--- src/rtl/sdram_port_arb4_if.sv ---
// Controller-side port bundle of the four-client SDRAM arbiter: one write and one read
// request/ack channel plus the controller's init-done flag.
interface sdram_port_arb4_if;
    logic        sdram_init_done;
    logic        sdram_wr_req;
    logic        sdram_wr_ack;
    logic [23:0] sdram_wr_addr;
    logic [9:0]  sdram_wr_burst;
    logic [15:0] sdram_din;
    logic        sdram_rd_req;
    logic        sdram_rd_ack;
    logic [23:0] sdram_rd_addr;
    logic [9:0]  sdram_rd_burst;

    modport master (
        input  sdram_init_done, sdram_wr_ack, sdram_rd_ack,
        output sdram_wr_req, sdram_wr_addr, sdram_wr_burst, sdram_din,
        output sdram_rd_req, sdram_rd_addr, sdram_rd_burst
    );

    modport slave (
        output sdram_init_done, sdram_wr_ack, sdram_rd_ack,
        input  sdram_wr_req, sdram_wr_addr, sdram_wr_burst, sdram_din,
        input  sdram_rd_req, sdram_rd_addr, sdram_rd_burst
    );
endinterface

--- src/rtl/sdram_port_arb4.sv ---
// Four-client round-robin burst arbiter in front of one SDRAM write/read port pair.
// Optional SDRAM_ARB_RD_PRIO_EN: read slots take strict priority over write slots.
module sdram_port_arb4 #(
    parameter int BURST_LEN    = 256,
    parameter int REGION_WORDS = 384000,
    parameter int LVL_W        = 10
) (
    input  logic               clk,
    input  logic               rst,
    input  logic [4*LVL_W-1:0] wr_level,
    input  logic [4*LVL_W-1:0] rd_room,
    input  logic [3:0]         rd_en,
    input  logic [3:0]         wr_clr,
    input  logic [3:0]         rd_clr,
    input  logic [63:0]        wr_data,
    output logic [3:0]         wr_pop,
    output logic [3:0]         rd_push,
    sdram_port_arb4_if.master  sdram
);

    typedef enum logic [2:0] {IDLE, GRANT, WREQ, WDATA, RREQ, RDATA, DONE} state_t;

    state_t           state_reg, state_next;
    logic [2:0]       slot_reg;
    logic [23:0]      wr_addr_reg, rd_addr_reg;
    logic [7:0]       elig;
    logic [2:0]       sel_slot;
    logic             sel_valid;
    logic [3:0][21:0] wr_ptr_all, rd_ptr_all;
    logic [3:0][15:0] client_data;
    logic             own_valid;
    logic [2:0]       own_slot;
    logic             done_cyc;

`ifdef SDRAM_ARB_RD_PRIO_EN
    logic [1:0] rr_wr_reg, rr_rd_reg;
`else
    logic [2:0] rr_reg;
`endif

    function automatic logic [21:0] ptr_advance(input logic [21:0] ptr);
        logic [22:0] sum;
        sum = {1'b0, ptr} + 23'(BURST_LEN);
        return (sum >= 23'(REGION_WORDS)) ? 22'd0 : sum[21:0];
    endfunction

    // In GRANT the slot being latched already owns its pointers, so a clear that
    // lands in that cycle is deferred rather than lost.
    assign own_valid = (state_reg != IDLE) && ((state_reg != GRANT) || sel_valid);
    assign own_slot  = (state_reg == GRANT) ? sel_slot : slot_reg;
    assign done_cyc  = (state_reg == DONE);

    generate
        for (genvar gi = 0; gi < 4; gi++) begin : g_client
            logic [21:0] wr_ptr_reg, rd_ptr_reg;
            logic        wr_pend_reg, rd_pend_reg;
            logic        wr_own, rd_own;

            assign elig[2*gi]      = 32'(wr_level[gi*LVL_W +: LVL_W]) >= BURST_LEN;
            assign elig[2*gi+1]    = rd_en[gi] && (32'(rd_room[gi*LVL_W +: LVL_W]) >= BURST_LEN);
            assign client_data[gi] = wr_data[16*gi +: 16];
            assign wr_own          = own_valid && (own_slot == 3'(2*gi));
            assign rd_own          = own_valid && (own_slot == 3'(2*gi+1));
            assign wr_ptr_all[gi]  = wr_ptr_reg;
            assign rd_ptr_all[gi]  = rd_ptr_reg;

            always_ff @(posedge clk) begin
                if (rst) begin
                    wr_ptr_reg  <= '0;
                    wr_pend_reg <= 1'b0;
                end else if (done_cyc && wr_own) begin
                    wr_pend_reg <= 1'b0;
                    wr_ptr_reg  <= (wr_clr[gi] || wr_pend_reg) ? 22'd0 : ptr_advance(wr_ptr_reg);
                end else if (wr_clr[gi]) begin
                    if (wr_own) wr_pend_reg <= 1'b1;
                    else        wr_ptr_reg  <= '0;
                end
            end

            always_ff @(posedge clk) begin
                if (rst) begin
                    rd_ptr_reg  <= '0;
                    rd_pend_reg <= 1'b0;
                end else if (done_cyc && rd_own) begin
                    rd_pend_reg <= 1'b0;
                    rd_ptr_reg  <= (rd_clr[gi] || rd_pend_reg) ? 22'd0 : ptr_advance(rd_ptr_reg);
                end else if (rd_clr[gi]) begin
                    if (rd_own) rd_pend_reg <= 1'b1;
                    else        rd_ptr_reg  <= '0;
                end
            end
        end
    endgenerate

    // Slot picker: slot 2i is client i write, slot 2i+1 is client i read.
    always_comb begin
        sel_slot  = 3'd0;
        sel_valid = 1'b0;
`ifdef SDRAM_ARB_RD_PRIO_EN
        for (int k = 3; k >= 0; k--) begin
            if (elig[{rr_wr_reg + 2'(k), 1'b0}]) begin
                sel_slot  = {rr_wr_reg + 2'(k), 1'b0};
                sel_valid = 1'b1;
            end
        end
        // Any eligible read overrides the write choice.
        for (int k = 3; k >= 0; k--) begin
            if (elig[{rr_rd_reg + 2'(k), 1'b1}]) begin
                sel_slot  = {rr_rd_reg + 2'(k), 1'b1};
                sel_valid = 1'b1;
            end
        end
`else
        for (int k = 7; k >= 0; k--) begin
            if (elig[rr_reg + 3'(k)]) begin
                sel_slot  = rr_reg + 3'(k);
                sel_valid = 1'b1;
            end
        end
`endif
    end

    always_ff @(posedge clk) begin
        if (rst) state_reg <= IDLE;
        else     state_reg <= state_next;
    end

    always_ff @(posedge clk) begin
        if (rst) begin
            slot_reg    <= '0;
            wr_addr_reg <= '0;
            rd_addr_reg <= '0;
`ifdef SDRAM_ARB_RD_PRIO_EN
            rr_wr_reg   <= '0;
            rr_rd_reg   <= '0;
`else
            rr_reg      <= '0;
`endif
        end else if (state_reg == GRANT && sel_valid) begin
            slot_reg <= sel_slot;
            if (sel_slot[0]) rd_addr_reg <= {sel_slot[2:1], rd_ptr_all[sel_slot[2:1]]};
            else             wr_addr_reg <= {sel_slot[2:1], wr_ptr_all[sel_slot[2:1]]};
`ifdef SDRAM_ARB_RD_PRIO_EN
            if (sel_slot[0]) rr_rd_reg <= sel_slot[2:1] + 2'd1;
            else             rr_wr_reg <= sel_slot[2:1] + 2'd1;
`else
            rr_reg <= sel_slot + 3'd1;
`endif
        end
    end

    always_comb begin
        state_next = state_reg;
        case (state_reg)
            IDLE:    if (sdram.sdram_init_done && |elig) state_next = GRANT;
            GRANT: begin
                if (sdram.sdram_init_done && sel_valid) state_next = sel_slot[0] ? RREQ : WREQ;
                else                                    state_next = IDLE;
            end
            WREQ:    if (sdram.sdram_wr_ack)  state_next = WDATA;
            WDATA:   if (!sdram.sdram_wr_ack) state_next = DONE;
            RREQ:    if (sdram.sdram_rd_ack)  state_next = RDATA;
            RDATA:   if (!sdram.sdram_rd_ack) state_next = DONE;
            DONE:    state_next = IDLE;
            default: state_next = IDLE;
        endcase
    end

    always_comb begin
        sdram.sdram_wr_req = (state_reg == WREQ);
        sdram.sdram_rd_req = (state_reg == RREQ);
        sdram.sdram_din    = '0;
        wr_pop             = '0;
        rd_push            = '0;
        case (state_reg)
            WREQ, WDATA: wr_pop[slot_reg[2:1]]  = sdram.sdram_wr_ack;
            RREQ, RDATA: rd_push[slot_reg[2:1]] = sdram.sdram_rd_ack;
            default: ;
        endcase
        if (!slot_reg[0] && (state_reg == WREQ || state_reg == WDATA || state_reg == DONE))
            sdram.sdram_din = client_data[slot_reg[2:1]];
    end

    assign sdram.sdram_wr_addr  = wr_addr_reg;
    assign sdram.sdram_rd_addr  = rd_addr_reg;
    assign sdram.sdram_wr_burst = 10'(BURST_LEN);
    assign sdram.sdram_rd_burst = 10'(BURST_LEN);

endmodule

--- src/flat_wrapper.sv ---
// flat-port wrapper written by rule: the top's interface ports become plain ports
module sdram_port_arb4_flat 
#(
    parameter int BURST_LEN    = 256,
    parameter int REGION_WORDS = 384000,
    parameter int LVL_W        = 10
)
  (clk, rst, wr_level, rd_room, rd_en, wr_clr, rd_clr, wr_data, wr_pop, rd_push, sdram_sdram_init_done, sdram_sdram_wr_ack, sdram_sdram_rd_ack, sdram_sdram_wr_req, sdram_sdram_wr_addr, sdram_sdram_wr_burst, sdram_sdram_din, sdram_sdram_rd_req, sdram_sdram_rd_addr, sdram_sdram_rd_burst);
  sdram_port_arb4_if sdram_i ();
  input  logic clk;
  input  logic rst;
  input  logic [4*LVL_W-1:0] wr_level;
  input  logic [4*LVL_W-1:0] rd_room;
  input  logic [3:0] rd_en;
  input  logic [3:0] wr_clr;
  input  logic [3:0] rd_clr;
  input  logic [63:0] wr_data;
  output logic [3:0] wr_pop;
  output logic [3:0] rd_push;
  input wire logic [$bits(sdram_i.sdram_init_done)-1:0] sdram_sdram_init_done;
  input wire logic [$bits(sdram_i.sdram_wr_ack)-1:0] sdram_sdram_wr_ack;
  input wire logic [$bits(sdram_i.sdram_rd_ack)-1:0] sdram_sdram_rd_ack;
  output wire logic [$bits(sdram_i.sdram_wr_req)-1:0] sdram_sdram_wr_req;
  output wire logic [$bits(sdram_i.sdram_wr_addr)-1:0] sdram_sdram_wr_addr;
  output wire logic [$bits(sdram_i.sdram_wr_burst)-1:0] sdram_sdram_wr_burst;
  output wire logic [$bits(sdram_i.sdram_din)-1:0] sdram_sdram_din;
  output wire logic [$bits(sdram_i.sdram_rd_req)-1:0] sdram_sdram_rd_req;
  output wire logic [$bits(sdram_i.sdram_rd_addr)-1:0] sdram_sdram_rd_addr;
  output wire logic [$bits(sdram_i.sdram_rd_burst)-1:0] sdram_sdram_rd_burst;
  assign sdram_i.sdram_init_done = sdram_sdram_init_done;
  assign sdram_i.sdram_wr_ack = sdram_sdram_wr_ack;
  assign sdram_i.sdram_rd_ack = sdram_sdram_rd_ack;
  assign sdram_sdram_wr_req = sdram_i.sdram_wr_req;
  assign sdram_sdram_wr_addr = sdram_i.sdram_wr_addr;
  assign sdram_sdram_wr_burst = sdram_i.sdram_wr_burst;
  assign sdram_sdram_din = sdram_i.sdram_din;
  assign sdram_sdram_rd_req = sdram_i.sdram_rd_req;
  assign sdram_sdram_rd_addr = sdram_i.sdram_rd_addr;
  assign sdram_sdram_rd_burst = sdram_i.sdram_rd_burst;
  sdram_port_arb4 #(.BURST_LEN(BURST_LEN), .REGION_WORDS(REGION_WORDS), .LVL_W(LVL_W)) u_core (.clk(clk), .rst(rst), .wr_level(wr_level), .rd_room(rd_room), .rd_en(rd_en), .wr_clr(wr_clr), .rd_clr(rd_clr), .wr_data(wr_data), .wr_pop(wr_pop), .rd_push(rd_push), .sdram(sdram_i));
endmodule
--- config.mk ---
export PLATFORM = sky130hd
export DESIGN_NAME = sdram_port_arb4_flat
export DESIGN_NICKNAME = d
export VERILOG_FILES = /design/src/rtl/sdram_port_arb4_if.sv /design/src/rtl/sdram_port_arb4.sv /design/src/flat_wrapper.sv
export SDC_FILE = /design/constraint.sdc
export NUM_CORES = 1
export LEC_CHECK = 0
export CORE_MARGIN = 8
export CORE_UTILIZATION = 40
export CTS_BUF_LIST = sky130_fd_sc_hd__clkbuf_16
export DETAILED_ROUTE_END_ITERATION = 10
export DONT_BUFFER_PORTS = 1
export RECOVER_POWER = 100
export SLEW_MARGIN = 5
export SYNTH_ARGS = -nofsm -noshare
export SYNTH_HDL_FRONTEND = slang
export SYNTH_SLANG_ARGS = --single-unit
export TNS_END_PERCENT = 100
--- constraint.sdc ---
create_clock -name clk -period 6.9 [get_ports clk]
set_clock_uncertainty 0.05 [all_clocks]
set_input_delay 0.69 -clock clk [delete_from_list [all_inputs] [get_ports clk]]
set_output_delay 0.69 -clock clk [all_outputs]
set_load 0.02 [all_outputs]
After elaboration in Yosys (flattened, before gate mapping)
Index checks and enable logic that the tools add are counted.
Widths: inputs -> output; s select.
{"block": "op_classes", "addsub": 16, "mul": 0, "div": 0, "order_cmp": 27, "n_eq_ne": 27, "n_shift": 0, "mux": 92, "bitwise": 3, "reduce_logical": 79}
{"operator": "$mux 22", "n": 42}
{"operator": "$add 22x9->23 const B", "n": 8}
{"operator": "$ge 23x19->1 const B", "n": 8}
{"operator": "$bmux 22 s2", "n": 2}
{"operator": "$ge 10x9->1 const B", "n": 8}
{"operator": "$mux 3", "n": 16}
{"operator": "$reduce_and 2->1", "n": 18}
{"operator": "$bmux 16 s2", "n": 1}
{"operator": "$lt 3x4->1 const B", "n": 8}
{"operator": "$mux 16", "n": 2}
{"operator": "$logic_and 1x1->1", "n": 26}
{"operator": "$bmux 1 s3", "n": 8}
{"operator": "$ne 2x2->1 const B", "n": 12}
{"operator": "$eq 3x3->1 const B", "n": 7}
{"operator": "$reduce_or 2->1", "n": 10}
{"operator": "$pmux 3 s6", "n": 1}
{"operator": "$mux 1", "n": 17}
{"operator": "$reduce_bool 2->1", "n": 8}
{"operator": "$add 3x3->3 const B", "n": 4}
{"operator": "$eq 3x2->1 const B", "n": 4}
{"operator": "$logic_or 1x1->1", "n": 11}
{"operator": "$and 4x4->4", "n": 2}
{"operator": "$mux 4", "n": 2}
{"operator": "$reduce_or 8->1", "n": 1}
{"operator": "other kinds (13)", "n": 18}
{"block": "totals", "reg_bits": 241, "latch_bits": 0, "ramBits": 0, "rom_bits": 0, "in_bits": 161, "output_inout_bits": 94, "elab_cells": 265, "memories": 0}

Longest topological paths before layout
Gate-level depths: netlist of run 1.
{"block": "depth", "depth_word": 18, "mapped_depth": 15, "mapped_depth_nobuf": 11}

Worst setup path after synthesis of run 1
No wires, ideal clock.
{"block": "synth_timing", "path_kind": "flip-flop to flip-flop", "start": "register u_core.rr_reg[0]", "end": "register u_core.g_client[0].rd_ptr_reg[16]", "setup_ns": 0.117, "t_arrival_ns": 3.297, "required_ns": 6.733, "slack_ns": 3.436, "path_stages_with_launch": 15, "path_buffers": 4, "synth_period_minus_slack_ns": 3.464, "path_cell_list": "dfxtp_1 > inv_2 > buf_6 > ha_1 > buf_2 > clkinv_1 > mux4_2 > a21o_1 > a211oi_2 > nor4_1 > buf_4 > a211oi_2 > a211oi_4 > buf_6 > a22o_1"}
{"block": "synth_via", "elab_chain_cells": 17, "word_cells_on_any_way": 49, "classes_between": "add/sub (7); eq/ne (2); mux (34); reduce/logical (6)"}
{"element": "from (decl)", "line_no": "sdram_port_arb4.sv:38", "text": "logic [2:0] rr_reg;"}
{"element": "from (signal assigned)", "line_no": "sdram_port_arb4.sv:147", "text": "rr_reg <= sel_slot + 3'd1;"}
{"element": "$add 3x3->3", "line_no": "sdram_port_arb4.sv:115, sdram_port_arb4.sv:116"}
{"element": "$bmux 1 s3", "line_no": "sdram_port_arb4.sv:115", "text": "if (elig[rr_reg + 3'(k)]) begin"}
{"element": "$mux 1 (not written as such)", "line_no": "sdram_port_arb4.sv:115"}
{"element": "$mux 3 / $mux 1 (equally long branches) (8 in series)", "line_no": "sdram_port_arb4.sv:115"}
{"element": "$mux 3 / $logic_or 1x1->1 (equally long branches)", "line_no": "sdram_port_arb4.sv:50, sdram_port_arb4.sv:49"}
{"element": "$eq 3x1->1 / $logic_and 1x1->1 (equally long branches)", "line_no": "sdram_port_arb4.sv:63, sdram_port_arb4.sv:49"}
{"element": "$logic_and 1x1->1 (*)", "line_no": "sdram_port_arb4.sv:63", "text": "assign rd_own = own_valid && (own_slot == 3'(2*gi+1));"}
{"element": "$logic_and 1x1->1", "line_no": "sdram_port_arb4.sv:84", "text": "end else if (done_cyc && rd_own) begin"}
{"element": "$ne 2x2->1 (no line) / $reduce_bool 2->1 (equally long branches)"}
{"element": "$reduce_and 2->1 (no line)"}
{"element": "to (signal assigned)", "line_no": "sdram_port_arb4.sv:86", "text": "rd_ptr_reg <= (rd_clr[gi] || rd_pend_reg) ? 22'd0 : ptr_advance(rd_ptr_reg);"}
{"element": "to (decl)", "line_no": "sdram_port_arb4.sv:55", "text": "logic [21:0] wr_ptr_reg, rd_ptr_reg;"}
Mark *: on every way between the ends. The rest lies on a longest branch, timed or not. The select of a mux whose other input is x is not followed.
A chain may end at the register's enable or synchronous reset.

Final worst setup path of run 1
{"block": "layout_timing", "start": "register u_core.rr_reg[1]", "end": "register u_core.g_client[2].wr_ptr_reg[16]"}
{"block": "layout_via", "elab_chain_cells": 17, "word_cells_on_any_way": 49, "classes_between": "add/sub (7); eq/ne (2); mux (34); reduce/logical (6)"}
{"element": "$add 3x3->3", "line_no": "sdram_port_arb4.sv:115, sdram_port_arb4.sv:116"}
{"element": "$bmux 1 s3", "line_no": "sdram_port_arb4.sv:115"}
{"element": "$mux 1 (not written as such)", "line_no": "sdram_port_arb4.sv:115"}
{"element": "$mux 3 / $mux 1 (equally long branches) (8 in series)", "line_no": "sdram_port_arb4.sv:115"}
{"element": "$mux 3 / $logic_or 1x1->1 (equally long branches)", "line_no": "sdram_port_arb4.sv:50, sdram_port_arb4.sv:49"}
{"element": "$eq 3x3->1 / $logic_and 1x1->1 (equally long branches)", "line_no": "sdram_port_arb4.sv:62, sdram_port_arb4.sv:49"}
{"element": "$logic_and 1x1->1 (*)", "line_no": "sdram_port_arb4.sv:62", "text": "assign wr_own = own_valid && (own_slot == 3'(2*gi));"}
{"element": "$logic_and 1x1->1", "line_no": "sdram_port_arb4.sv:71", "text": "end else if (done_cyc && wr_own) begin"}
{"element": "$ne 2x2->1 (no line) / $reduce_bool 2->1 (equally long branches)"}
{"element": "$reduce_and 2->1 (no line)"}
{"element": "to (signal assigned)", "line_no": "sdram_port_arb4.sv:73", "text": "wr_ptr_reg <= (wr_clr[gi] || wr_pend_reg) ? 22'd0 : ptr_advance(wr_ptr_reg);"}
{"element": "to (decl)", "line_no": "sdram_port_arb4.sv:55"}
Marked as above.

==> PnR_summary.wiki, run 1 <==
{| class="wikitable"
! Metric !! Value
|-
| Result of the run || finished, violations left
|-
| Violations in the final reports || capacitance limit, slew limit
|-
| Min-Delay Path Class || input port to flop
|-
| Reg2Reg Depth || 10
|-
| Share of cell area taken by muxes after synthesis || 0.144
|-
| HPWL after detailed placement || 25.0 mm
|-
| Number of buffers added on ports || 0
|-
| Count of H-tree levels built during CTS || 4
|-
| # diodes || 0
|-
| Number of different library cells in the post-synthesis netlist || 87
|-
| Dominant cell type by area after synthesis || sky130_fd_sc_hd__dfxtp_1
|-
| Crit Reg-Reg Endpoint || u_core.g_client[2].wr_ptr_reg[16]
|-
| Category of the worst setup path launch point || flop
|-
| Crit path time final || 5.84 ns
|-
| Critical Path Fanout Max || 14
|-
| Total gr overflow || 0
|-
| Maximum number of pins on one net before global-route repair || 55
|-
| Compound-gate portion of the synthesized area || 0.227
|-
| Xor and xnor area share after synthesis || 0.0228
|-
| Setup total negative slack || 0 ns
|-
| Post-Synth Simple-Gate Area || 0.223
|-
| Final wirelength || 33.6 mm
|-
| Slew margin rel. || -0.418
|-
| Number of top-level design ports || 255
|-
| Part of the Yosys area used for sequential elements || 0.280
|-
| Buffer count from post-CTS setup fixing || 0
|-
| Share of synthesized cell area in full adder, half adder and majority cells || 0.0195
|-
| Number of standard cells after synthesis || 1400
|-
| Routed vias || 10300
|-
| Routability congestion estimate || 0.896
|-
| Least-Margin Pin Slew || 2.13 ns
|-
| Horizontal die dimension || 186 um
|-
| Ys Warns || 0
|-
| Die height || 186 um
|-
| Wire length of the first global-routing pass || 52.0 mm
|-
| Setup-failing EPs final || 0
|-
| FFs w/ async S/R, synth || 0
|-
| Initial core utilization || 0.404
|-
| Synth top area cells || sky130_fd_sc_hd__dfxtp_1, sky130_fd_sc_hd__mux2i_1, sky130_fd_sc_hd__mux4_2, sky130_fd_sc_hd__nor2_1, sky130_fd_sc_hd__mux2_2
|-
| Initial antenna violation count || 0
|-
| CTS Sinks || 161
|-
| Worst r2r src || u_core.rr_reg[1]
|-
| Synth Flop Type || sky130_fd_sc_hd__dfxtp_1
|-
| Ratio of final minimum period to clock period || 0.847
|-
| RSZ-0062 raised after global routing || false
|-
| Crit Path Category || flop to flop
|-
| Standby leakage power || 0.00407 uW
|-
| Number of instances resized during post-cts repair || 0
|-
| Fmax || 171 MHz
|-
| Largest voltage drop on the vdd net || 0.130 mV
|-
| Maximum clock insertion buffer count || 2
|-
| Area growth from synthesis to final layout || 4.51%
|-
| Routed vias/inst || 5.91
|-
| Detailed-route DRC error count || 0
|-
| Number of global-route vias before repair || 9382
|-
| Global-route usage over all layers || 0.189
|-
| Count of flip-flops with a built-in enable after synthesis || 0
|-
| Average footprint of a synthesized cell || 8.23 um^2
|-
| Kind of end point of the critical path || flop
|-
| Share of cells above drive strength 1 || 0.104
|-
| 1st-iter DRT viols || 755
|-
| Hold-fix buffers, CTS || 0
|-
| Number of buffers created by CTS || 17
|-
| Register-to-Register Setup Slack || 1.06 ns
|-
| Std-Cell Rows || 62
|-
| Root Buffer Master || sky130_fd_sc_hd__clkbuf_16
|-
| Setup crit start || u_core.rr_reg[1]
|-
| # Max-Cap Violations || 5
|-
| Max-slew violations || 112
|-
| Post-Syn Area || 11500 um^2
|-
| Final-stage net count || 1519
|-
| Worst-path clk slew || 0.07 ns
|-
| Final Power || 2650 uW
|-
| Hold violation count in the final report || 0
|-
| Core Region || 28500 um^2
|-
| Post-detailed-route wirelength per cell || 19.3 um
|-
| Required time at the endpoint of the critical path || 7.19 ns
|-
| Number of synthesized register bits || 161
|-
| Clock tree from TritonCTS || yes
|-
| Power per standard cell area || 220 nW/um^2
|-
| First-pass DRT Iterations || 5
|-
| Largest family of logic cells by synthesized area || compound AO/OA/AOI/OAI gates
|-
| Post-detailed-route count of antenna-violating nets || 0
|-
| Data arrival time of the critical path || 6.13 ns
|-
| Die area || 34500 um^2
|-
| Top-area cell type share of the netlist area || 0.280
|-
| Critical path capture point || u_core.g_client[2].wr_ptr_reg[16]
|-
| Worst-skew pair later-pin latency || 0.43 ns
|}
## layout make-up
cell class	count	area, um^2
flip-flops and latches	161	3220
repair buffers	12	75.1
clock inverters	14	165
inverters	70	263
well taps	384	480
clock buffers	17	425
fillers	2862	16500
multi-input cells	1078	7410
## placed cells by master (no fill, tap or decap), types with 21 or more instances in the layout
cell type	n
sky130_fd_sc_hd__mux2i_1	66
sky130_fd_sc_hd__a21oi_1	71
sky130_fd_sc_hd__inv_1	67
sky130_fd_sc_hd__dfxtp_1	161
sky130_fd_sc_hd__mux4_2	27
sky130_fd_sc_hd__nor2_1	104
sky130_fd_sc_hd__conb_1	36
sky130_fd_sc_hd__mux2_2	29
sky130_fd_sc_hd__o21ai_0	70
sky130_fd_sc_hd__nor3_1	45
sky130_fd_sc_hd__nand3b_1	30
sky130_fd_sc_hd__nor2b_1	30
sky130_fd_sc_hd__o211ai_1	21
sky130_fd_sc_hd__nand3_1	60
sky130_fd_sc_hd__nand2_1	96
sky130_fd_sc_hd__xnor2_1	22
sky130_fd_sc_hd__o31ai_1	23
## critical path, cell delays in order (launching register included)
cell                       delay [ns]
sky130_fd_sc_hd__dfxtp_1         0.61
sky130_fd_sc_hd__clkinv_1        0.36
sky130_fd_sc_hd__ha_1            0.61
sky130_fd_sc_hd__clkinv_1        0.31
sky130_fd_sc_hd__mux4_2          0.55
sky130_fd_sc_hd__a21o_1          0.18
sky130_fd_sc_hd__a211oi_1        0.59
sky130_fd_sc_hd__nor3_1          0.31
sky130_fd_sc_hd__o31ai_1         1.17
sky130_fd_sc_hd__a31oi_1         0.67
sky130_fd_sc_hd__o22ai_1         0.34
## synth_stat cells, drive strengths merged (14+ instances only)
master   count
a31o        14
nand4       15
o211ai      21
and2        16
and3        16
nor3        46
clkbuf      55
ha          18
o21ai       77
xnor2       22
or2         19
nand3b      30
nand2b      15
a21oi       71
o2111ai     19
o22ai       15
mux2i       66
mux2        34
a22o        15
a31oi       20
o31ai       24
dfxtp      161
buf         70
a21o        15
nand3       60
nor3b       14
nor2b       30
nor2       105
nand2       97
inv         68
mux4        27
## metal layers
metal	wire length (um)	vias to the layer above	global-route usage
li1	-	4964	-
met1	14600	4896	0.241
met2	15600	363	0.315
met3	2690	38	0.0424
met4	657	0	0.0514
met5	0	-	0
## power by group
part	total (uW)	switching (uW)	leakage [uW]	internal (uW)
logic	691	430	0.00248	261
clock network	978	412	0.000286	567
registers	976	35.9	0.00130	940
## per-stage QoR
step           utilization  instance area, um^2  instances  worst slack, ns  hold WS [ns]
5_1_grt              0.422                12000       1736            0.704         0.258
3_5_place_dp         0.405                11600       1705             1.58         0.386
2_1_floorplan            -                11700       1434             3.44         0.371
3_3_place_gp         0.405                11600       1705             1.63         0.385
4_1_cts              0.426                12200       1736             1.56         0.255
6_report             0.422                12000       1736             1.06         0.271
## cells by family (layout without fill, tap and decap cells)
family | after synthesis | after routing
XOR/XNOR | 30 | 30
flip-flops | 161 | 161
AO/OA/AOI/OAI | 371 | 371
AND/OR/NAND/NOR | 496 | 496
adder cells (fa/ha/maj) | 18 | 18
multiplexers | 127 | 127
other | 2 | 36
buffers and inverters | 195 | 113
## worst min-delay path by stage
stage                                              to  cells past startpoint                               from  slack, ns
CTS                    u_core.sdram.sdram_rd_addr[23]                      1                                rst       0.25
finish                 u_core.sdram.sdram_rd_addr[23]                      1                                rst       0.27
global route           u_core.sdram.sdram_rd_addr[23]                      1                                rst       0.26
detailed placement  u_core.g_client[2].wr_ptr_reg[21]                      2  u_core.g_client[2].wr_ptr_reg[21]       0.39
floorplan           u_core.g_client[2].rd_ptr_reg[20]                      2  u_core.g_client[2].rd_ptr_reg[20]       0.37
global placement    u_core.g_client[2].wr_ptr_reg[21]                      2  u_core.g_client[2].wr_ptr_reg[21]       0.39
Note: power is estimated with default switching activity, not from simulation.
==> inputs of run 2 (changes only) <==
- clock period: 6.9 -> 5.8 ns (I/O delays scaled with it)
==> PnR_summary.wiki, run 2 (synthesis gave the netlist of run 1 again) <==
{| class="wikitable"
! Metric !! Value
|-
| Hold-fix buffers, CTS || 0 (unchanged)
|-
| Horizontal die dimension || 186 um (unchanged)
|-
| Crit path time final || 5.03 ns (-0.812 ns)
|-
| Routability congestion estimate || 0.895 (about the same)
|-
| Worst r2r src || u_core.rr_reg[1]
|-
| Ratio of final minimum period to clock period || 0.868 (+0.0206)
|-
| Data arrival time of the critical path || 5.36 ns (-0.77 ns)
|-
| Global-route usage over all layers || 0.189 (+0.000688)
|-
| Number of buffers added on ports || 0 (unchanged)
|-
| Area growth from synthesis to final layout || 4.99%
|-
| Worst-skew pair later-pin latency || 0.43 ns (about the same)
|-
| Reg2Reg Depth || 10 (unchanged)
|-
| Least-Margin Pin Slew || 1.87 ns (-0.261 ns)
|-
| Result of the run || finished, violations left
|-
| CTS Sinks || 161 (unchanged)
|-
| End point of the most critical hold path || u_core.sdram.sdram_rd_addr[23]
|-
| Number of buffers created by CTS || 17 (unchanged)
|-
| # Max-Cap Violations || 1 (-4)
|-
| Maximum clock insertion buffer count || 2 (unchanged)
|-
| Post-detailed-route count of antenna-violating nets || 0 (unchanged)
|-
| Min-Delay Path Class || input port to flop
|-
| Hold violation count in the final report || 0 (unchanged)
|-
| Post-detailed-route wirelength per cell || 19.3 um (-0.11%)
|-
| Setup-failing EPs final || 0 (unchanged)
|-
| Root Buffer Master || sky130_fd_sc_hd__clkbuf_16
|-
| Setup total negative slack || 0 ns (unchanged)
|-
| Clock tree from TritonCTS || yes
|-
| Kind of end point of the critical path || flop
|-
| Worst-path clk slew || 0.07 ns (about the same)
|-
| Depth of the worst hold-timing path || 1 (unchanged)
|-
| Final Power || 3130 uW (+18%)
|-
| Max-slew violations || 37 (-67%)
|-
| Most common cell after layout, fill and taps aside || sky130_fd_sc_hd__dfxtp_1
|-
| Number of instances resized during post-cts repair || 0 (unchanged)
|-
| Required time at the endpoint of the critical path || 6.13 ns (-1.06 ns)
|-
| Share of cells above drive strength 1 || 0.114 (+0.0101)
|-
| Standby leakage power || 0.00408 uW (+0.29%)
|-
| HPWL after detailed placement || 25.0 mm (about the same)
|-
| First-pass DRT Iterations || 5 (unchanged)
|-
| Fmax || 199 MHz (+16%)
|-
| Die area || 34500 um^2 (unchanged)
|-
| Initial antenna violation count || 0 (unchanged)
|-
| Critical Path Fanout Max || 14 (unchanged)
|-
| Wire length of the first global-routing pass || 52.3 mm (+0.65%)
|-
| Routed vias || 10300 (+0.35%)
|-
| Crit Reg-Reg Endpoint || u_core.g_client[0].rd_ptr_reg[8]
|-
| Most frequent cells in the layout || sky130_fd_sc_hd__dfxtp_1, sky130_fd_sc_hd__nor2_1, sky130_fd_sc_hd__nand2_1
|-
| Initial core utilization || 0.404 (unchanged)
|-
| Register-to-Register Setup Slack || 0.77 ns (-0.29 ns)
|-
| Largest voltage drop on the vdd net || 0.167 mV (+28%)
|-
| Number of global-route vias before repair || 9568 (+2.0%)
|-
| Std-Cell Rows || 62 (unchanged)
|-
| Final-stage net count || 1523 (+0.26%)
|-
| Total gr overflow || 0 (unchanged)
|-
| Detailed-route DRC error count || 0 (unchanged)
|-
| Category of the worst setup path launch point || flop
|-
| # diodes || 0 (unchanged)
|-
| Core Region || 28500 um^2 (unchanged)
|-
| Power per standard cell area || 258 nW/um^2 (+18%)
|-
| Violations in the final reports || capacitance limit, slew limit
|-
| Crit Path Category || flop to flop
|-
| Routed vias/inst || 5.92 (+0.18%)
|-
| Buffer count from post-CTS setup fixing || 0 (unchanged)
|-
| 1st-iter DRT viols || 720 (-4.6%)
|-
| Count of H-tree levels built during CTS || 4 (unchanged)
|-
| Number of top-level design ports || 255 (unchanged)
|-
| Maximum number of pins on one net before global-route repair || 55 (unchanged)
|-
| Slew margin rel. || -0.246 (+0.172)
|-
| Die height || 186 um (unchanged)
|-
| Startpoint of the lowest-slack hold path || rst
|-
| RSZ-0062 raised after global routing || false
|-
| Final wirelength || 33.6 mm (about the same)
|}
-- run 2: cell types whose count changed in the layout (fill, tap and decap cells not counted), moves of 2 or more --
| cell | delta |
|---|---|
| sky130_fd_sc_hd__and2_0 | -5 |
| sky130_fd_sc_hd__a211oi_1 | -2 |
| sky130_fd_sc_hd__a31oi_1 | -2 |
| sky130_fd_sc_hd__buf_4 | +3 |
| sky130_fd_sc_hd__and2_1 | +5 |
| sky130_fd_sc_hd__clkinvlp_4 | +2 |
| sky130_fd_sc_hd__a31oi_2 | +2 |
-- run 2: worst max path at each step --
stage	start	endpoint	cells after the start
after floorplan	u_core.rr_reg[0]	u_core.g_client[0].rd_ptr_reg[16]	14
after global placement	u_core.rr_reg[1]	u_core.g_client[3].wr_ptr_reg[15]	9
after detailed placement	u_core.rr_reg[1]	u_core.g_client[3].wr_ptr_reg[15]	9
after CTS	u_core.rr_reg[1]	u_core.g_client[3].wr_ptr_reg[15]	9
after global routing	u_core.rr_reg[1]	u_core.g_client[0].rd_ptr_reg[8]	10
final	u_core.rr_reg[1]	u_core.g_client[0].rd_ptr_reg[8]	10
-- run 2: layer usage --
layer / GRT usage / vias to the layer above / wire length, um
met3: 0.0357 / 49 / 2420
met4: 0.0616 / 0 / 782
li1: - / 4971 / -
met2: 0.313 / 363 / 15500
met1: 0.245 / 4914 / 14900
met5: 0 / - / 0
-- run 2: final cells by class --
| type | count | area [um^2] |
|---|---|---|
| clock buffers | 17 | 425 |
| flip-flops and latches | 161 | 3220 |
| well taps | 384 | 480 |
| multi-input cells | 1078 | 7460 |
| repair buffers | 16 | 103 |
| fillers | 2878 | 16400 |
| clock inverters | 13 | 141 |
| inverters | 70 | 263 |
-- run 2: critical path, cell delays in order (launching register included) --
cell	delay (ns)
sky130_fd_sc_hd__dfxtp_1	0.64
sky130_fd_sc_hd__clkinv_1	0.38
sky130_fd_sc_hd__ha_1	0.60
sky130_fd_sc_hd__clkinv_1	0.31
sky130_fd_sc_hd__mux4_2	0.56
sky130_fd_sc_hd__o21ai_0	0.18
sky130_fd_sc_hd__a21oi_1	0.18
sky130_fd_sc_hd__nor4_1	0.90
sky130_fd_sc_hd__a211oi_1	0.27
sky130_fd_sc_hd__a211oi_4	0.63
sky130_fd_sc_hd__mux2_2	0.27
-- run 2: where the power goes --
part | internal, uW | switching, uW | leakage [uW]
registers | 1120 | 44.2 | 0.00130
clock network | 630 | 481 | 0.000267
logic | 318 | 534 | 0.00252
total | 2070 | 1060 | 0.00408
-- run 2: metrics by stage --
stage,hold slack [ns],instance area (um^2),utilization,std cells,setup WS (ns)
finish,0.169,12100,0.424,1739,0.767
global route,0.152,12100,0.424,1739,0.308
CTS,0.155,12200,0.426,1739,0.967
detailed placement,0.386,11600,0.406,1709,0.987
global placement,0.384,11600,0.406,1709,1.07
floorplan,0.371,11700,-,1434,2.34
==> inputs of run 3 (changes only) <==
- CELL_PAD_IN_SITES_DETAIL_PLACEMENT: not set -> 0
- CELL_PAD_IN_SITES_GLOBAL_PLACEMENT: not set -> 1
- PLACE_DENSITY: not set -> 0.82
==> PnR_summary.wiki, run 3 (synthesis gave the netlist of run 1 again) <==
{| class="wikitable"
! Metric !! Value
|-
| Root Buffer Master || sky130_fd_sc_hd__clkbuf_16
|-
| Most frequent cells in the layout || sky130_fd_sc_hd__dfxtp_1, sky130_fd_sc_hd__nor2_1, sky130_fd_sc_hd__nand2_1
|-
| Setup crit start || u_core.rr_reg[1]
|-
| Area growth from synthesis to final layout || 5.52%
|-
| Crit path time final || 4.96 ns (-0.0707 ns)
|-
| Std-Cell Rows || 62 (unchanged)
|-
| Worst r2r src || u_core.rr_reg[1]
|-
| Fin Hold WS || 0.172 ns (+0.00279 ns)
|-
| Least-Margin Pin Slew || 1.84 ns (-0.0305 ns)
|-
| Register-to-Register Setup Slack || 0.84 ns (+0.07 ns)
|-
| CTS Sinks || 161 (unchanged)
|-
| First-pass DRT Iterations || 5 (unchanged)
|-
| Category of the worst setup path launch point || flop
|-
| Largest voltage drop on the vdd net || 0.175 mV (+4.7%)
|-
| # placed instances || 1714 (+0.29%)
|-
| Total gr overflow || 0 (unchanged)
|-
| Wire length of the first global-routing pass || 51.8 mm (-1.1%)
|-
| Worst-path clk slew || 0.07 ns (about the same)
|-
| Depth of the worst hold-timing path || 1 (unchanged)
|-
| Required time at the endpoint of the critical path || 6.13 ns (about the same)
|-
| Number of instances resized during post-cts repair || 0 (unchanged)
|-
| Die height || 186 um (unchanged)
|-
| Number of top-level design ports || 255 (unchanged)
|-
| Placed cell areas || 11600 um^2 (+0.27%)
|-
| Number of global-route vias before repair || 9598 (+0.31%)
|-
| Die area || 34500 um^2 (unchanged)
|-
| Slowest cell delay on critical path || 1.07 ns (+0.17 ns)
|-
| Violations in the final reports || capacitance limit, slew limit
|-
| Routed vias/inst || 5.87 (-0.82%)
|-
| Post-layout worst setup margin || 0.838 ns (+0.0707 ns)
|-
| Worst-skew pair later-pin latency || 0.44 ns (about the same)
|-
| Master of the slowest instance on the critical path || sky130_fd_sc_hd__o21ai_2
|-
| Standby leakage power || 0.00412 uW (+1.1%)
|-
| Number of buffers added on ports || 0 (unchanged)
|-
| Number of buffers created by CTS || 17 (unchanged)
|-
| Hold violation count in the final report || 0 (unchanged)
|-
| HPWL after detailed placement || 25.0 mm (-0.31%)
|-
| End point of the most critical hold path || u_core.sdram.sdram_rd_addr[22]
|-
| Buffer count from post-CTS setup fixing || 0 (unchanged)
|-
| Horizontal die dimension || 186 um (unchanged)
|-
| Met2 demand-to-capacity share in global routing || 0.315 (+0.00249)
|-
| 1st-iter DRT viols || 744 (+3.3%)
|-
| RSZ-0062 raised after global routing || false
|-
| Placement Setup Slack || 1.38 ns (+0.392 ns)
|-
| Count of H-tree levels built during CTS || 4 (unchanged)
|-
| Maximum number of pins on one net before global-route repair || 55 (unchanged)
|-
| Number of standard cells in the layout, taps in and fillers out || 1748 (+0.52%)
|-
| Startpoint of the lowest-slack hold path || rst
|-
| Setup-failing EPs final || 0 (unchanged)
|-
| Final-stage net count || 1528 (+0.33%)
|-
| Critical Path Fanout Max || 20 (+6)
|-
| Power per standard cell area || 261 nW/um^2 (+0.96%)
|-
| Min-Delay Path Class || input port to flop
|-
| Core Region || 28500 um^2 (unchanged)
|-
| Crit Path Category || flop to flop
|-
| Crit-path cells || buf_4 -> clkinv_1 -> ha_1 -> clkinv_1 -> mux4_2 -> a221o_1 -> a21oi_1 -> o21ai_2 -> o21ai_2 -> a211oi_2 -> clkbuf_1 -> mux2_2
|-
| Data arrival time of the critical path || 5.29 ns (-0.07 ns)
|-
| Kind of end point of the critical path || flop
|-
| Met1 GRT Util || 0.235 (-0.0106)
|-
| Post-detailed-route wirelength per cell || 19.2 um (-0.57%)
|-
| Routed vias || 10300 (-0.31%)
|-
| Routability congestion estimate || 0.893 (-0.22%)
|-
| Global-route track usage on met3 || 0.0410 (+0.00527)
|-
| Slew margin rel. || -0.225 (+0.0203)
|-
| Max-slew violations || 37 (unchanged)
|-
| Final wirelength || 33.6 mm (about the same)
|-
| Ratio of final minimum period to clock period || 0.855 (-0.0122)
|-
| Global-route usage over all layers || 0.187 (-0.00201)
|-
| Fmax || 202 MHz (+1.4%)
|-
| Crit Reg-Reg Endpoint || u_core.g_client[1].rd_ptr_reg[8]
|-
| Detailed-route DRC error count || 0 (unchanged)
|-
| Clock tree from TritonCTS || yes
|-
| Result of the run || finished, violations left
|-
| Setup total negative slack || 0 ns (unchanged)
|-
| Layer carrying the most global-route usage || met2
|-
| Post-detailed-route count of antenna-violating nets || 0 (unchanged)
|-
| Number of fill cells || 2912 (+1.2%)
|-
| # Max-Cap Violations || 1 (unchanged)
|-
| Initial antenna violation count || 2 (+2)
|-
| Final design area excluding fillers || 12200 um^2 (+0.50%)
|-
| Initial core utilization || 0.404 (unchanged)
|-
| Maximum clock insertion buffer count || 2 (unchanged)
|-
| Share of cells above drive strength 1 || 0.118 (+0.00456)
|-
| Hold-fix buffers, CTS || 0 (unchanged)
|-
| Reg2Reg Depth || 12 (+2)
|-
| Most common cell after layout, fill and taps aside || sky130_fd_sc_hd__dfxtp_1
|}
run 3: metal layers:
layer / routed length [um] / vias to the layer above
met3: 2720 / 43
met4: 670 / 0
met1: 14500 / 4876
li1: - / 4981
met2: 15700 / 365
met5: 0 / -
run 3: worst max path at each step:
stage / endpoint / slack (ns) / depth (start not counted)
floorplan: u_core.g_client[0].rd_ptr_reg[16] / 2.34 / 14
global placement: u_core.g_client[1].wr_ptr_reg[21] / 1.44 / 12
detailed placement: u_core.g_client[2].wr_ptr_reg[11] / 1.38 / 11
CTS: u_core.g_client[2].wr_ptr_reg[13] / 1.34 / 11
global route: u_core.g_client[1].rd_ptr_reg[8] / 0.56 / 12
finish: u_core.g_client[1].rd_ptr_reg[8] / 0.84 / 12
run 3: final cells by class:
class,count,area (um^2),area share
clock buffer,17,425,0.0350
inverter,70,263,0.0216
multi-input combinational,1078,7470,0.615
timing repair buffer,21,131,0.0108
tap,384,480,0.0395
antenna,2,5.00,0.000412
clock inverter,15,159,0.0131
sequential,161,3220,0.265
run 3: worst max-delay path, delay by kind of cell (launching register included):
| kind | cells | cell delay, ns |
|---|---|---|
| buf+inv | 4 | 1.30 |
| compound gates | 5 | 1.92 |
| fa+ha+maj | 1 | 0.58 |
| flops | 1 | 0.31 |
| mux | 2 | 0.74 |
run 3: through the flow:
step,utilization,power (uW)
2_1_floorplan,-,1890
3_3_place_gp,0.407,2040
3_5_place_dp,0.407,2050
4_1_cts,0.428,3200
5_1_grt,0.426,3290
6_report,0.426,3170
run 3: where the power goes:
part / total [uW] / internal, uW / leakage [uW] / switching [uW]
clock network: 1150 / 642 / 0.000297 / 508
registers: 1160 / 1120 / 0.00130 / 39.3
logic: 864 / 320 / 0.00253 / 544
total: 3170 / 2080 / 0.00412 / 1090
